--- config.mk ---
export PLATFORM = sky130hd
export DESIGN_NAME = mips32_control_flat
export DESIGN_NICKNAME = d
export VERILOG_FILES = /design/src/rtl/mips32_control_if.sv /design/src/rtl/mips32_control.sv /design/src/flat_wrapper.sv
export SDC_FILE = /design/constraint.sdc
export NUM_CORES = 1
export LEC_CHECK = 0
export CORE_ASPECT_RATIO = 0.9
export CORE_MARGIN = 2
export CORE_UTILIZATION = 54
export DETAILED_ROUTE_END_ITERATION = 7
export GPL_TIMING_DRIVEN = 1
export PLACE_DENSITY = 0.87
export SYNTH_ARGS = -nofsm -noshare
export SYNTH_HDL_FRONTEND = slang
export SYNTH_SLANG_ARGS = --single-unit
--- constraint.sdc ---
create_clock -name clock -period 7.4 [get_ports clock]
set_input_delay 1.11 -clock clock [delete_from_list [all_inputs] [get_ports clock]]
set_output_delay 1.11 -clock clock [all_outputs]
set_load 0.1 [all_outputs]
--- src/rtl/mips32_control_if.sv ---
// Fetch handshake and datapath control bundle between the mips32 controller and
// its instruction memory / datapath slice.
interface mips32_control_if;
  logic [31:0] instr;
  logic        instr_valid;
  logic        instr_ready;
  logic [31:0] pc;
  logic        branch_result;
  logic [4:0]  rsaddr;
  logic [4:0]  rtaddr;
  logic [4:0]  rt_rd_chosen;
  logic [31:0] shiftImm;
  logic [31:0] S_ZextendImm;
  logic        shift_select;
  logic        slt_select;
  logic [2:0]  alubits;
  logic        immediate_res;
  logic        reg_write;
  logic        memread;
  logic        memwrite;
  logic        alu_mem;
  logic        illegal;

  // Controller side.
  modport master (
    input  instr, instr_valid, branch_result,
    output instr_ready, pc, rsaddr, rtaddr, rt_rd_chosen, shiftImm, S_ZextendImm,
           shift_select, slt_select, alubits, immediate_res, reg_write, memread,
           memwrite, alu_mem, illegal
  );

  // Instruction memory / datapath side.
  modport slave (
    output instr, instr_valid, branch_result,
    input  instr_ready, pc, rsaddr, rtaddr, rt_rd_chosen, shiftImm, S_ZextendImm,
           shift_select, slt_select, alubits, immediate_res, reg_write, memread,
           memwrite, alu_mem, illegal
  );
endinterface

--- src/rtl/mips32_control.sv ---
// Multicycle MIPS32 control unit: fetches over valid/ready, decodes, sequences
// FETCH..WRITEBACK and owns the program counter.
module mips32_control #(
  parameter logic [31:0] RESET_PC = 32'h0000_0000
) (
  input  logic             clock,
  input  logic             reset,
  mips32_control_if.master bus
);

  typedef enum logic [2:0] {StFetch, StDecode, StExecute, StMemory, StWriteback} state_e;
  typedef enum logic [2:0] {ClsAlu, ClsLoad, ClsStore, ClsBltz, ClsBgez, ClsIllegal} cls_e;

  state_e      state_q, state_d;
  cls_e        cls_q, cls_d;
  logic [31:0] pc_q, pc_d;
  logic [4:0]  rsaddr_q, rsaddr_d;
  logic [4:0]  rtaddr_q, rtaddr_d;
  logic [4:0]  rt_rd_q, rt_rd_d;
  logic [4:0]  shamt_q, shamt_d;
  logic [31:0] simm_q, simm_d;
  logic        shift_sel_q, shift_sel_d;
  logic        slt_sel_q, slt_sel_d;
  logic        imm_res_q, imm_res_d;
  logic [2:0]  alubits_q, alubits_d;
  logic        reg_write_q, reg_write_d;
  logic        memread_q, memread_d;
  logic        memwrite_q, memwrite_d;
  logic        alu_mem_q, alu_mem_d;
  logic        illegal_q, illegal_d;

  // Decode of the word presented on the fetch bus.
  cls_e        dec_cls;
  logic [4:0]  dec_rtaddr;
  logic [4:0]  dec_rt_rd;
  logic [31:0] dec_simm;
  logic        dec_shift_sel;
  logic        dec_slt_sel;
  logic        dec_imm_res;
  logic        dec_zext;
  logic [2:0]  dec_alubits;

  logic [5:0]  op;
  logic [5:0]  funct;
  logic [15:0] imm16;

  assign op    = bus.instr[31:26];
  assign funct = bus.instr[5:0];
  assign imm16 = bus.instr[15:0];

  always_comb begin
    dec_cls       = ClsIllegal;
    dec_rtaddr    = bus.instr[20:16];
    dec_rt_rd     = bus.instr[20:16];
    dec_shift_sel = 1'b0;
    dec_slt_sel   = 1'b0;
    dec_imm_res   = 1'b0;
    dec_zext      = 1'b0;
    dec_alubits   = 3'b000;
    unique case (op)
      6'h00: begin
        dec_cls   = ClsAlu;
        dec_rt_rd = bus.instr[15:11];
        unique case (funct)
          6'h20: dec_alubits = 3'b010;
          6'h22: dec_alubits = 3'b110;
          6'h24: dec_alubits = 3'b000;
          6'h25: dec_alubits = 3'b001;
          6'h26: dec_alubits = 3'b011;
          6'h27: dec_alubits = 3'b100;
          6'h2A: begin
            dec_alubits = 3'b110;
            dec_slt_sel = 1'b1;
          end
          6'h00: begin
            dec_alubits   = 3'b101;
            dec_shift_sel = 1'b1;
          end
          6'h02: begin
            dec_alubits   = 3'b111;
            dec_shift_sel = 1'b1;
          end
          default: dec_cls = ClsIllegal;
        endcase
      end
      6'h08: begin
        dec_cls     = ClsAlu;
        dec_alubits = 3'b010;
        dec_imm_res = 1'b1;
      end
      6'h0A: begin
        dec_cls     = ClsAlu;
        dec_alubits = 3'b110;
        dec_slt_sel = 1'b1;
        dec_imm_res = 1'b1;
      end
      6'h0C: begin
        dec_cls     = ClsAlu;
        dec_alubits = 3'b000;
        dec_imm_res = 1'b1;
        dec_zext    = 1'b1;
      end
      6'h0D: begin
        dec_cls     = ClsAlu;
        dec_alubits = 3'b001;
        dec_imm_res = 1'b1;
        dec_zext    = 1'b1;
      end
      6'h23: begin
        dec_cls     = ClsLoad;
        dec_alubits = 3'b010;
        dec_imm_res = 1'b1;
      end
      6'h2B: begin
        dec_cls     = ClsStore;
        dec_alubits = 3'b010;
        dec_imm_res = 1'b1;
      end
      6'h01: begin
        // rs - $0 leaves rs's sign in alu_out[31].
        dec_rtaddr  = 5'd0;
        dec_alubits = 3'b110;
        if (bus.instr[20:16] == 5'd0) begin
          dec_cls = ClsBltz;
        end else if (bus.instr[20:16] == 5'd1) begin
          dec_cls = ClsBgez;
        end else begin
          dec_cls = ClsIllegal;
        end
      end
      default: dec_cls = ClsIllegal;
    endcase
    // Undecodable words leave the datapath idle.
    if (dec_cls == ClsIllegal) begin
      dec_shift_sel = 1'b0;
      dec_slt_sel   = 1'b0;
      dec_imm_res   = 1'b0;
      dec_alubits   = 3'b000;
    end
    dec_simm = dec_zext ? {16'h0000, imm16} : {{16{imm16[15]}}, imm16};
  end

  logic        accept;
  logic        br_taken;
  logic [31:0] pc_plus4;

  assign accept   = (state_q == StFetch) && bus.instr_valid;
  assign pc_plus4 = pc_q + 32'd4;
  assign br_taken = ((cls_q == ClsBltz) && bus.branch_result) ||
                    ((cls_q == ClsBgez) && !bus.branch_result);

  always_comb begin
    state_d     = state_q;
    cls_d       = cls_q;
    pc_d        = pc_q;
    rsaddr_d    = rsaddr_q;
    rtaddr_d    = rtaddr_q;
    rt_rd_d     = rt_rd_q;
    shamt_d     = shamt_q;
    simm_d      = simm_q;
    shift_sel_d = shift_sel_q;
    slt_sel_d   = slt_sel_q;
    imm_res_d   = imm_res_q;
    alubits_d   = alubits_q;
    reg_write_d = 1'b0;
    memread_d   = 1'b0;
    memwrite_d  = 1'b0;
    alu_mem_d   = 1'b0;
    illegal_d   = 1'b0;
    unique case (state_q)
      StFetch: begin
        if (accept) begin
          state_d     = StDecode;
          cls_d       = dec_cls;
          rsaddr_d    = bus.instr[25:21];
          rtaddr_d    = dec_rtaddr;
          rt_rd_d     = dec_rt_rd;
          shamt_d     = bus.instr[10:6];
          simm_d      = dec_simm;
          shift_sel_d = dec_shift_sel;
          slt_sel_d   = dec_slt_sel;
          imm_res_d   = dec_imm_res;
          alubits_d   = dec_alubits;
          illegal_d   = (dec_cls == ClsIllegal);
        end
      end
      StDecode: begin
        if (cls_q == ClsIllegal) begin
          pc_d    = pc_plus4;
          state_d = StFetch;
        end else begin
          state_d = StExecute;
        end
      end
      StExecute: begin
        unique case (cls_q)
          ClsAlu: begin
            state_d     = StWriteback;
            reg_write_d = 1'b1;
          end
          ClsLoad: begin
            state_d   = StMemory;
            memread_d = 1'b1;
            alu_mem_d = 1'b1;
          end
          ClsStore: begin
            state_d    = StMemory;
            memwrite_d = 1'b1;
          end
          ClsBltz, ClsBgez: begin
            pc_d    = br_taken ? pc_plus4 + {simm_q[29:0], 2'b00} : pc_plus4;
            state_d = StFetch;
          end
          default: state_d = StFetch;
        endcase
      end
      StMemory: begin
        if (cls_q == ClsLoad) begin
          state_d     = StWriteback;
          reg_write_d = 1'b1;
          memread_d   = 1'b1;
          alu_mem_d   = 1'b1;
        end else begin
          pc_d    = pc_plus4;
          state_d = StFetch;
        end
      end
      StWriteback: begin
        pc_d    = pc_plus4;
        state_d = StFetch;
      end
      default: state_d = StFetch;
    endcase
  end

  always_ff @(posedge clock) begin
    if (reset) begin
      state_q     <= StFetch;
      cls_q       <= ClsAlu;
      pc_q        <= RESET_PC;
      rsaddr_q    <= '0;
      rtaddr_q    <= '0;
      rt_rd_q     <= '0;
      shamt_q     <= '0;
      simm_q      <= '0;
      shift_sel_q <= 1'b0;
      slt_sel_q   <= 1'b0;
      imm_res_q   <= 1'b0;
      alubits_q   <= '0;
      reg_write_q <= 1'b0;
      memread_q   <= 1'b0;
      memwrite_q  <= 1'b0;
      alu_mem_q   <= 1'b0;
      illegal_q   <= 1'b0;
    end else begin
      state_q     <= state_d;
      cls_q       <= cls_d;
      pc_q        <= pc_d;
      rsaddr_q    <= rsaddr_d;
      rtaddr_q    <= rtaddr_d;
      rt_rd_q     <= rt_rd_d;
      shamt_q     <= shamt_d;
      simm_q      <= simm_d;
      shift_sel_q <= shift_sel_d;
      slt_sel_q   <= slt_sel_d;
      imm_res_q   <= imm_res_d;
      alubits_q   <= alubits_d;
      reg_write_q <= reg_write_d;
      memread_q   <= memread_d;
      memwrite_q  <= memwrite_d;
      alu_mem_q   <= alu_mem_d;
      illegal_q   <= illegal_d;
    end
  end

  // Write strobes are masked by reset so an aborted instruction never commits.
  assign bus.instr_ready   = (state_q == StFetch) && !reset;
  assign bus.reg_write     = reg_write_q && !reset;
  assign bus.memwrite      = memwrite_q && !reset;
  assign bus.pc            = pc_q;
  assign bus.rsaddr        = rsaddr_q;
  assign bus.rtaddr        = rtaddr_q;
  assign bus.rt_rd_chosen  = rt_rd_q;
  assign bus.shiftImm      = {27'd0, shamt_q};
  assign bus.S_ZextendImm  = simm_q;
  assign bus.shift_select  = shift_sel_q;
  assign bus.slt_select    = slt_sel_q;
  assign bus.alubits       = alubits_q;
  assign bus.immediate_res = imm_res_q;
  assign bus.memread       = memread_q;
  assign bus.alu_mem       = alu_mem_q;
  assign bus.illegal       = illegal_q;

endmodule

--- src/flat_wrapper.sv ---
// flat-port wrapper written by rule: the top's interface ports become plain ports
module mips32_control_flat 
#(
  parameter logic [31:0] RESET_PC = 32'h0000_0000
)
  (clock, reset, bus_instr, bus_instr_valid, bus_branch_result, bus_instr_ready, bus_pc, bus_rsaddr, bus_rtaddr, bus_rt_rd_chosen, bus_shiftImm, bus_S_ZextendImm, bus_shift_select, bus_slt_select, bus_alubits, bus_immediate_res, bus_reg_write, bus_memread, bus_memwrite, bus_alu_mem, bus_illegal);
  mips32_control_if bus_i ();
  input  logic clock;
  input  logic reset;
  input wire logic [$bits(bus_i.instr)-1:0] bus_instr;
  input wire logic [$bits(bus_i.instr_valid)-1:0] bus_instr_valid;
  input wire logic [$bits(bus_i.branch_result)-1:0] bus_branch_result;
  output wire logic [$bits(bus_i.instr_ready)-1:0] bus_instr_ready;
  output wire logic [$bits(bus_i.pc)-1:0] bus_pc;
  output wire logic [$bits(bus_i.rsaddr)-1:0] bus_rsaddr;
  output wire logic [$bits(bus_i.rtaddr)-1:0] bus_rtaddr;
  output wire logic [$bits(bus_i.rt_rd_chosen)-1:0] bus_rt_rd_chosen;
  output wire logic [$bits(bus_i.shiftImm)-1:0] bus_shiftImm;
  output wire logic [$bits(bus_i.S_ZextendImm)-1:0] bus_S_ZextendImm;
  output wire logic [$bits(bus_i.shift_select)-1:0] bus_shift_select;
  output wire logic [$bits(bus_i.slt_select)-1:0] bus_slt_select;
  output wire logic [$bits(bus_i.alubits)-1:0] bus_alubits;
  output wire logic [$bits(bus_i.immediate_res)-1:0] bus_immediate_res;
  output wire logic [$bits(bus_i.reg_write)-1:0] bus_reg_write;
  output wire logic [$bits(bus_i.memread)-1:0] bus_memread;
  output wire logic [$bits(bus_i.memwrite)-1:0] bus_memwrite;
  output wire logic [$bits(bus_i.alu_mem)-1:0] bus_alu_mem;
  output wire logic [$bits(bus_i.illegal)-1:0] bus_illegal;
  assign bus_i.instr = bus_instr;
  assign bus_i.instr_valid = bus_instr_valid;
  assign bus_i.branch_result = bus_branch_result;
  assign bus_instr_ready = bus_i.instr_ready;
  assign bus_pc = bus_i.pc;
  assign bus_rsaddr = bus_i.rsaddr;
  assign bus_rtaddr = bus_i.rtaddr;
  assign bus_rt_rd_chosen = bus_i.rt_rd_chosen;
  assign bus_shiftImm = bus_i.shiftImm;
  assign bus_S_ZextendImm = bus_i.S_ZextendImm;
  assign bus_shift_select = bus_i.shift_select;
  assign bus_slt_select = bus_i.slt_select;
  assign bus_alubits = bus_i.alubits;
  assign bus_immediate_res = bus_i.immediate_res;
  assign bus_reg_write = bus_i.reg_write;
  assign bus_memread = bus_i.memread;
  assign bus_memwrite = bus_i.memwrite;
  assign bus_alu_mem = bus_i.alu_mem;
  assign bus_illegal = bus_i.illegal;
  mips32_control #(.RESET_PC(RESET_PC)) u_core (.clock(clock), .reset(reset), .bus(bus_i));
endmodule
After elaboration in Yosys (flattened, before gate mapping)
Cells that the tools add are included.
{"block": "totals", "elab_cells": 116, "in_bits": 36, "output_inout_bits": 123, "ff_bits": 100}
{"block": "classes", "bitwise_logic": 4, "n_mux": 33, "addsub": 2, "n_reduce_logical": 31, "n_eq_ne": 30}
{"operator": "2-to-1 mux 32 bit", "n": 5}
{"operator": "case mux 32 bit (4 select lines)", "n": 1}
{"operator": "equality test 6 bit (second input constant)", "n": 9}
{"operator": "adder 32 x 3 -> 32 bit (second input constant)", "n": 1}
{"operator": "adder 32 bit", "n": 1}
{"operator": "equality test 6 x 4 -> 1 bit (second input constant)", "n": 4}
{"operator": "case mux 3 bit (4 select lines)", "n": 2}
{"operator": "case mux 3 bit (7 select lines)", "n": 1}
{"operator": "OR reduction 2 bit", "n": 9}
{"operator": "2-to-1 mux 3 bit", "n": 5}
{"operator": "case mux 3 bit (5 select lines)", "n": 1}
{"operator": "equality test 3 x 2 -> 1 bit (second input constant)", "n": 4}
{"operator": "equality test 3 bit (second input constant)", "n": 4}
{"operator": "zero test 6 bit", "n": 2}
{"operator": "2-to-1 mux 1 bit", "n": 12}
{"operator": "2-to-1 mux 5 bit", "n": 2}
{"operator": "OR reduction 9 bit", "n": 1}
{"operator": "equality test 3 x 1 -> 1 bit (second input constant)", "n": 2}
{"operator": "equality test 6 x 1 -> 1 bit (second input constant)", "n": 1}
{"operator": "equality test 6 x 2 -> 1 bit (second input constant)", "n": 1}
{"operator": "logical AND 1 bit", "n": 6}
{"operator": "zero test 3 bit", "n": 2}
{"operator": "case mux 3 bit (2 select lines)", "n": 1}
{"operator": "OR reduction 3 bit", "n": 2}
{"operator": "14 further kinds", "n": 21}

Longest topological paths before layout
Gate-level depths: netlist (run 1).
{"block": "depth", "depth_word": 6, "depth_mapped": 15, "ltp_nobuf": 13}

Worst setup path after synthesis (run 1)
No wires, ideal clock.
{"block": "synth_path", "path_kind": "flip-flop to flip-flop", "start": "register u_core.pc_q[8], in the netlist u_core.bus.pc[8]", "end": "register u_core.pc_q[27], in the netlist u_core.bus.pc[27]", "stages_incl_launch_ff": 14, "n_path_buf": 2, "arrival_ns": 4.307, "setup_ns": 0.071, "required_ns": 7.329, "synth_period_minus_slack_ns": 4.378, "setup_slack_ns": 3.022, "path_cell_list": "dfxtp_1 -> buf_2 -> nand4_1 -> nor3_1 -> and4_1 -> xor2_1 -> ha_1 -> clkbuf_1 -> a31o_1 -> a221o_1 -> a22o_1 -> o31ai_1 -> mux2_2 -> a21oi_1"}
{"block": "synth_via", "elab_chain_len": 5, "word_cells_on_any_way": 7, "cone_classes": "2 x add/sub; 5 x mux"}
{"item": "from (decl)", "line": "mips32_control.sv:16", "rtl": "logic [31:0] pc_q, pc_d;"}
{"item": "from (signal assigned)", "line": "mips32_control.sv:258", "rtl": "pc_q <= pc_d;"}
{"item": "adder 32 x 3 -> 32 bit *", "line": "mips32_control.sv:148", "rtl": "assign pc_plus4 = pc_q + 32'd4;"}
{"item": "adder 32 bit", "line": "mips32_control.sv:211", "rtl": "pc_d = br_taken ? pc_plus4 + {simm_q[29:0], 2'b00} : pc_plus4;"}
{"item": "2-to-1 mux 32 bit", "line": "mips32_control.sv:211"}
{"item": "2-to-1 mux 32 bit", "line": "mips32_control.sv:196", "rtl": "unique case (cls_q)"}
{"item": "case mux 32 bit (4 select lines) *", "line": "mips32_control.sv:170", "rtl": "unique case (state_q)"}
Mark *: on every way between the ends. The rest lies on a longest branch, timed or not. The select of a mux whose other input is x is not followed.
A chain may end at the register's enable or synchronous reset.

Worst setup path after layout (run 1)
{"block": "layout_path", "start": "input port reset", "end": "output port bus_instr_ready"}
{"block": "layout_via", "elab_chain_len": 2}
{"item": "from (decl)", "line": "flat_wrapper.sv:9", "rtl": "input logic reset;"}
{"item": "zero test 1 bit", "line": "mips32_control.sv:277", "rtl": "assign bus.instr_ready = (state_q == StFetch) && !reset;"}
{"item": "logical AND 1 bit", "line": "mips32_control.sv:277"}
{"item": "to (decl)", "line": "flat_wrapper.sv:13", "rtl": "output wire logic [$bits(bus_i.instr_ready)-1:0] bus_instr_ready;"}
Every way passes these cells.

==> reports/summary.txt, run 1 <==
Hold-fix buffers, CTS - 0
Hold Crit Start - u_core.bus.rtaddr[3]$_SDFFE_PP0P_
first-pass GRT wire length - 27.6 mm
Yosys cell types - 66
worst hold path cell count - 2
CTS Buf Count - 9
post-route cell area - 7570 um2
vias in the first global route - 5646
total track usage - 0.276
CTS root buf - clkbuf_16
kind of start point of the critical path - input port
clock power share - 0.307
Pwr Density - 200 nW/um2
Seq/Total Area, Yosys - 0.252
Reg area - 1560 um2
kind of critical path - input port to output port
Ports - 159
Slew Limit Headroom - 0.287
row cnt - 37
Max-Cap Viols - 0
clk sink count - 78
fin crit period - 4.44 ns
share of layout cells above drive strength 1 - 0.0340
Starting Density - 0.549
crit path cell chain - buf_2 > buf_4 > or3_1 > nor2_1 > clkdlybuf4s50_1
Synth-to-Final Area Change - 22.1%
Worst Hold Class - flop to flop
R2R cell count - 12
gp weighted congestion - 0.932
crit-path max FO - 74
skew final - 0.00729 ns
post-route ant nets - 0
CP max-delay cell - clkdlybuf4s50_1
initial antenna violation count - 0
WL final - 17.4 mm
end of the worst register-to-register path - u_core.bus.pc[28]$_SDFFE_PP0P_
Top FF cell, synth - dfxtp_1
Post-Syn Instances - 833
WHS Endpoint - u_core.bus.rtaddr[3]$_SDFFE_PP0P_
CP required - 6.29 ns
Pint - 0.000850 W
via count - 6439
Fill cells - 995
RSZ-0062 raised after global routing - no
TritonRoute pass-1 iters - 6
status - finished, final reports clean
Cell Area, Placed - 7270 um2
Worst-Margin Slew - 1.06 ns
post-cts resize count - 0
initial drt markers - 577
HPWL Detailed - 12.2 mm
setup TNS - 0 ns
CTS tree - done
final cycle utilization of the critical path - 0.601
crit path buf inv count - 3
WP data arrival - 3.33 ns
fin nets - 981
Comb pwr share - 0.378
slowest stage delay, CP - 1.13 ns
postcts setup bufs - 0
reg2reg setup slack - 3.07 ns
R2R Path Start - u_core.bus.pc[4]$_SDFFE_PP0P_
Sequential Power Share - 0.315
Port Buffers - 129
WL per Instance - 16.2 um
Clk Latency, worst-skew pair - 0.34 ns
Setup Viol. Count Final - 0
non-filler cells, final - 1068
Die Ht - 106 um
Multi-input gate area - 4120 um2
drt drc - 0
Mapped Area - 6200 um2
total congestion overflow - 0
CTS clk-pin slew, worst paths - 0.07 ns
ys async rst share - 0
Core ar. - 11300 um2
Avg Cell Area, Syn - 7.45 um2
Sw Pwr - 0.000666 W
CTS Buffer Depth - 2
Slew Viols, Final - 0
max frequency - 225 MHz
placed cell count - 1052
pin count of the biggest net entering global routing - 75
via-per-instance ratio - 6.03
CP delay by family, top - buffers and inverters
die width - 117 um
final hold vios - 0
total power - 0.00152 W
Core Util, Final - 0.671
sw frac - 0.440
CTS H-tree lvls - 3
Worst setup EP type - output port
Leak - 2.91 nW
ANT cells - 0
post-synthesis register bit count - 78
peak supply drop - 157 uV
Yosys Warn Count - 0
number of synthesized flops with an enable pin - 0
die area - 12400 um2
==> metal layers <==
metal | track usage | share of wire | vias to the layer above
met4 | 0.0992 | 0.029 | 0
met2 | 0.421 | 0.44 | 300
met1 | 0.374 | 0.44 | 2988
met5 | 0 | 0 | -
li1 | - | - | 3104
met3 | 0.0713 | 0.083 | 47
==> cells in the final DEF, fill, tap and decap left out, types with 29 or more instances in the layout <==
cell type        instances
ha_1                    37
conb_1                  29
a21oi_1                 80
xnor2_1                 30
nand3_1                 35
dfxtp_1                 78
clkdlybuf4s50_1        128
nor2_1                  68
nand2_1                102
o21ai_0                 31
==> final cells by class <==
cell class | count | area share
repair buffers | 136 | 0.177
multi-input cells | 668 | 0.544
flip-flops and latches | 78 | 0.206
clock buffers | 9 | 0.0297
well taps | 156 | 0.0258
clock inverters | 7 | 0.0106
inverters | 14 | 0.00694
==> worst reg2reg max path, delay by kind of cell, from the launching register on <==
kind                     cells  cell delay, ns
AO/OA/AOI/OAI                6            1.61
XOR/XNOR                     1            0.20
adder cells (fa/ha/maj)      1            0.35
flip-flops                   1            0.49
multiplexers                 1            0.15
AND/OR/NAND/NOR              3            1.46
==> worst max path at each step <==
stage	startpoint	endpoint	slack, ns	cells past startpoint
floorplan	u_core.bus.pc[8]$_SDFFE_PP0P_	u_core.bus.pc[27]$_SDFFE_PP0P_	3.02	13
global placement	reset	bus_instr_ready	3.02	5
detailed placement	reset	bus_instr_ready	2.99	5
CTS	reset	bus_instr_ready	2.99	5
global route	u_core.bus.pc[4]$_SDFFE_PP0P_	u_core.bus.pc[31]$_SDFFE_PP0P_	2.67	12
finish	reset	bus_instr_ready	2.96	5
==> synthesized netlist by cell type (7+ instances only) <==
| cell type | n | share of area |
|---|---|---|
| nand2_1 | 102 | 0.062 |
| a21oi_1 | 80 | 0.065 |
| dfxtp_1 | 78 | 0.25 |
| nor2_1 | 68 | 0.041 |
| buf_4 | 50 | 0.060 |
| clkbuf_1 | 45 | 0.027 |
| ha_1 | 37 | 0.075 |
| nand3_1 | 35 | 0.028 |
| o21ai_0 | 31 | 0.025 |
| xnor2_1 | 30 | 0.042 |
| nand4_1 | 26 | 0.026 |
| nor3_1 | 25 | 0.020 |
| a211oi_1 | 22 | 0.027 |
| inv_1 | 14 | 0.0085 |
| xor2_1 | 14 | 0.020 |
| mux2i_1 | 13 | 0.021 |
| a21o_1 | 12 | 0.015 |
| nor2b_1 | 12 | 0.012 |
| nor4_1 | 8 | 0.0081 |
| o31ai_1 | 8 | 0.0097 |
| a311oi_1 | 7 | 0.0099 |
| a31oi_1 | 7 | 0.0071 |
| and3_1 | 7 | 0.0071 |
| and4_1 | 7 | 0.0099 |
==> flip-flops by register name, indices dropped and copies added (netlist names) <==
register and flops:
u_core.bus.pc 30, u_core.bus.S_ZextendImm 17, u_core.bus.rsaddr 5, u_core.bus.rt_rd_chosen 5
u_core.bus.rtaddr 5, u_core.bus.alubits 3, u_core.cls_q 3, u_core.state_q 3
u_core.bus.illegal 1, u_core.bus.immediate_res 1, u_core.bus.memread 1, u_core.bus.shift_select 1
u_core.bus.slt_select 1, u_core.memwrite_q 1, u_core.reg_write_q 1
==> per-stage QoR <==
step	setup slack (ns)	hold WS, ns
floorplan	3.02	0.483
global placement	3.02	0.440
detailed placement	2.99	0.448
CTS	2.99	0.460
global route	2.67	0.481
finish	2.96	0.454
==> power by group through the flow <==
stage / Combinational, W / Sequential, W / Clock, W
detailed placement: 0.000569 / 0.000486 / 0
floorplan: 0.000309 / 0.000645 / 0
finish: 0.000574 / 0.000478 / 0.000465
CTS: 0.000571 / 0.000477 / 0.000471
global placement: 0.000564 / 0.000485 / 0
global route: 0.000601 / 0.000481 / 0.000482
==> logic make-up (layout without fill, tap and decap cells) <==
logic type / Yosys count / in the layout / synth area share
AO/OA/AOI/OAI: 226 / 226 / 0.237
XOR/XNOR: 44 / 44 / 0.0621
adder cells (fa/ha/maj): 39 / 39 / 0.0795
buffers and inverters: 115 / 166 / 0.102
flip-flops: 78 / 78 / 0.252
multiplexers: 15 / 15 / 0.0246
other: 1 / 29 / 0.000604
AND/OR/NAND/NOR: 315 / 315 / 0.242
Note: power is estimated with default switching activity, not from simulation.
==> run 2, diff against run 1 <==
- CORE_UTILIZATION: 54 -> 46
- PLACE_DENSITY: 0.87 -> 0.79
- clock period: 7.4 -> 3.7 ns (I/O delays scaled with it)
==> reports/summary.txt, run 2 (same netlist as run 1, synthesis figures left out) <==
vias in the first global route - 5537 (was 5646)
WL per Instance - 16.4 um (was 16.2 um)
Slew Limit Headroom - 0.283 (was 0.287)
HPWL Detailed - 13.2 mm (was 12.2 mm)
Critical Path Start - u_core.bus.pc[8]$_SDFFE_PP0P_ (was reset)
fin nets - 999 (was 981)
final hold vios - 0 (unchanged)
slowest stage delay, CP - 0.44 ns (was 1.13 ns)
Crit. path cell count - 14 (was 5)
non-filler cells, final - 1098 (was 1068)
reg2reg setup slack - 0.19 ns (was 3.07 ns)
CTS Buffer Depth - 2 (unchanged)
Cell Area, Placed - 7420 um2 (was 7270 um2)
Fill cells - 1231 (was 995)
total congestion overflow - 0 (unchanged)
CTS H-tree lvls - 3 (unchanged)
Ports - 159 (unchanged)
Core ar. - 13300 um2 (was 11300 um2)
first-pass GRT wire length - 28.5 mm (was 27.6 mm)
setup TNS - 0 ns (unchanged)
via-per-instance ratio - 5.81 (was 6.03)
Setup Viol. Count Final - 0 (unchanged)
total power - 0.00292 W (was 0.00152 W)
fin crit period - 3.51 ns
clk sink count - 78 (unchanged)
Port Buffers - 129 (unchanged)
Synth-to-Final Area Change - 24.7% (was 22.1%)
end of the worst register-to-register path - u_core.bus.pc[31]$_SDFFE_PP0P_ (was u_core.bus.pc[28]$_SDFFE_PP0P_)
die area - 14400 um2 (was 12400 um2)
CTS tree - done (unchanged)
drt drc - 0 (unchanged)
share of layout cells above drive strength 1 - 0.102 (was 0.0340)
ANT cells - 0 (unchanged)
R2R Path Start - u_core.bus.pc[8]$_SDFFE_PP0P_ (was u_core.bus.pc[4]$_SDFFE_PP0P_)
sw frac - 0.446 (was 0.440)
Sw Pwr - 0.00130 W (was 0.000666 W)
Pint - 0.00162 W (was 0.000850 W)
Worst-Margin Slew - 1.07 ns (was 1.06 ns)
Core Util, Final - 0.583 (was 0.671)
CP max-delay cell - a2111oi_0 (was clkdlybuf4s50_1)
R2R cell count - 14 (was 12)
die width - 126 um (was 117 um)
CP endpoint - u_core.bus.pc[31]$_SDFFE_PP0P_ (was bus_instr_ready)
kind of critical path - flop to flop (was input port to output port)
initial antenna violation count - 0 (unchanged)
via count - 6374 (was 6439)
Sequential Power Share - 0.328 (was 0.315)
max reg flops - 30 (unchanged)
Worst path most repeated cell - nand4_1
post-route cell area - 7740 um2 (was 7570 um2)
Worst setup EP type - flop (was output port)
Max-Cap Viols - 0 (unchanged)
final cycle utilization of the critical path - 0.948
skew final - 0.00622 ns (was 0.00729 ns)
gp weighted congestion - 0.986 (was 0.932)
max frequency - 285 MHz
CTS root buf - clkbuf_16 (unchanged)
placed cell count - 1080 (was 1052)
Slew Viols, Final - 0 (unchanged)
CTS clk-pin slew, worst paths - 0.06 ns (was 0.07 ns)
peak supply drop - 303 uV (was 157 uV)
crit-path max FO - 8 (was 74)
Leak - 3.06 nW (was 2.91 nW)
Die Ht - 114 um (was 106 um)
pin count of the biggest net entering global routing - 52 (was 75)
Worst Hold Class - flop to flop (unchanged)
Pwr Density - 378 nW/um2 (was 200 nW/um2)
row cnt - 40 (was 37)
Hold-fix buffers, CTS - 0 (unchanged)
clock power share - 0.278 (was 0.307)
initial drt markers - 737 (was 577)
WL final - 18.0 mm (was 17.4 mm)
crit path buf inv count - 2 (was 3)
Comb pwr share - 0.394 (was 0.378)
WP data arrival - 3.79 ns (was 3.33 ns)
status - finished, final reports clean (unchanged)
leading cell type in the layout, fill and taps excluded - clkdlybuf4s50_1 (unchanged)
commonest non-fill, non-tap cells in the layout - clkdlybuf4s50_1, nand2_1, a21oi_1, nor2_1, dfxtp_1 (was clkdlybuf4s50_1, nand2_1, a21oi_1, dfxtp_1, nor2_1)
Clk Latency, worst-skew pair - 0.35 ns (was 0.34 ns)
CTS Buf Count - 9 (unchanged)
Starting Density - 0.468 (was 0.549)
kind of start point of the critical path - flop (was input port)
worst hold path cell count - 2 (unchanged)
CP delay by family, top - simple AND/OR/NAND/NOR gates (was buffers and inverters)
TritonRoute pass-1 iters - 5 (was 6)
crit path cell chain - nand4_1 > buf_4 > nor3_4 > buf_4 > nand3_1 > xnor2_1 > ha_1 > nand4_1 > nor4_1 > nand4_1 > and2_1 > a2111oi_0 > a2111oi_1 > a21oi_1 (was buf_2 > buf_4 > or3_1 > nor2_1 > clkdlybuf4s50_1)
CP required - 3.98 ns (was 6.29 ns)
post-route ant nets - 0 (unchanged)
total track usage - 0.243 (was 0.276)
run 2: layout make-up:
type                    count  area, um2  share of cell area
clock buffers              12        236              0.0306
clock inverters             4       23.8             0.00307
inverters                  14       52.6             0.00679
multi-input cells         668       4180               0.540
flip-flops and latches     78       1610               0.208
well taps                 168        210              0.0272
repair buffers            154       1430               0.184
run 2: power by group through the flow:
stage,logic (W),registers (W),clock network [W]
4_1_cts,0.00115,0.000957,0.000830
2_1_floorplan,0.000618,0.00129,0
3_5_place_dp,0.00114,0.000975,0
6_report,0.00115,0.000958,0.000814
3_3_place_gp,0.00114,0.000974,0
5_1_grt,0.00121,0.000967,0.000870
run 2: how the worst min path moves through the flow:
stage | from | endpoint | slack (ns)
after floorplan | u_core.state_q[2]$_SDFFE_PP0P_ | u_core.bus.memread$_SDFF_PP0_ | 0.48
after global placement | u_core.bus.rsaddr[4]$_SDFFE_PP0P_ | u_core.bus.rsaddr[4]$_SDFFE_PP0P_ | 0.44
final | u_core.bus.rtaddr[4]$_SDFFE_PP0P_ | u_core.bus.rtaddr[4]$_SDFFE_PP0P_ | 0.45
after detailed placement | u_core.bus.rtaddr[0]$_SDFFE_PP0P_ | u_core.bus.rtaddr[0]$_SDFFE_PP0P_ | 0.45
after CTS | u_core.bus.rtaddr[4]$_SDFFE_PP0P_ | u_core.bus.rtaddr[4]$_SDFFE_PP0P_ | 0.45
after global routing | u_core.bus.rtaddr[4]$_SDFFE_PP0P_ | u_core.bus.rtaddr[4]$_SDFFE_PP0P_ | 0.47
run 2: repair_timing:
action / CTS / global route
endpoints found under the setup margin: 0 / 5
gates resized for setup: 0 / 9
endpoints found under the hold margin: 0 / 0
buffers inserted: 0 / 2
run 2: stage by stage:
step                worst slack [ns]  hold WS (ns)
floorplan                    -0.0497         0.483
global placement               0.250         0.443
detailed placement             0.140         0.446
CTS                            0.112         0.454
global route                -0.00588         0.474
finish                         0.193         0.451
run 2: tightest hold or removal path, cell delays in order, from the launching register on:
cell     delay [ns]
dfxtp_1        0.31
nand2_1        0.05
a21oi_1        0.05
run 2: per-layer routing:
metal	share of wire	track usage	up-vias
met5	0	0	-
met4	0.021	0.0821	0
met3	0.080	0.0523	26
met1	0.46	0.344	2953
met2	0.44	0.366	257
li1	-	-	3138
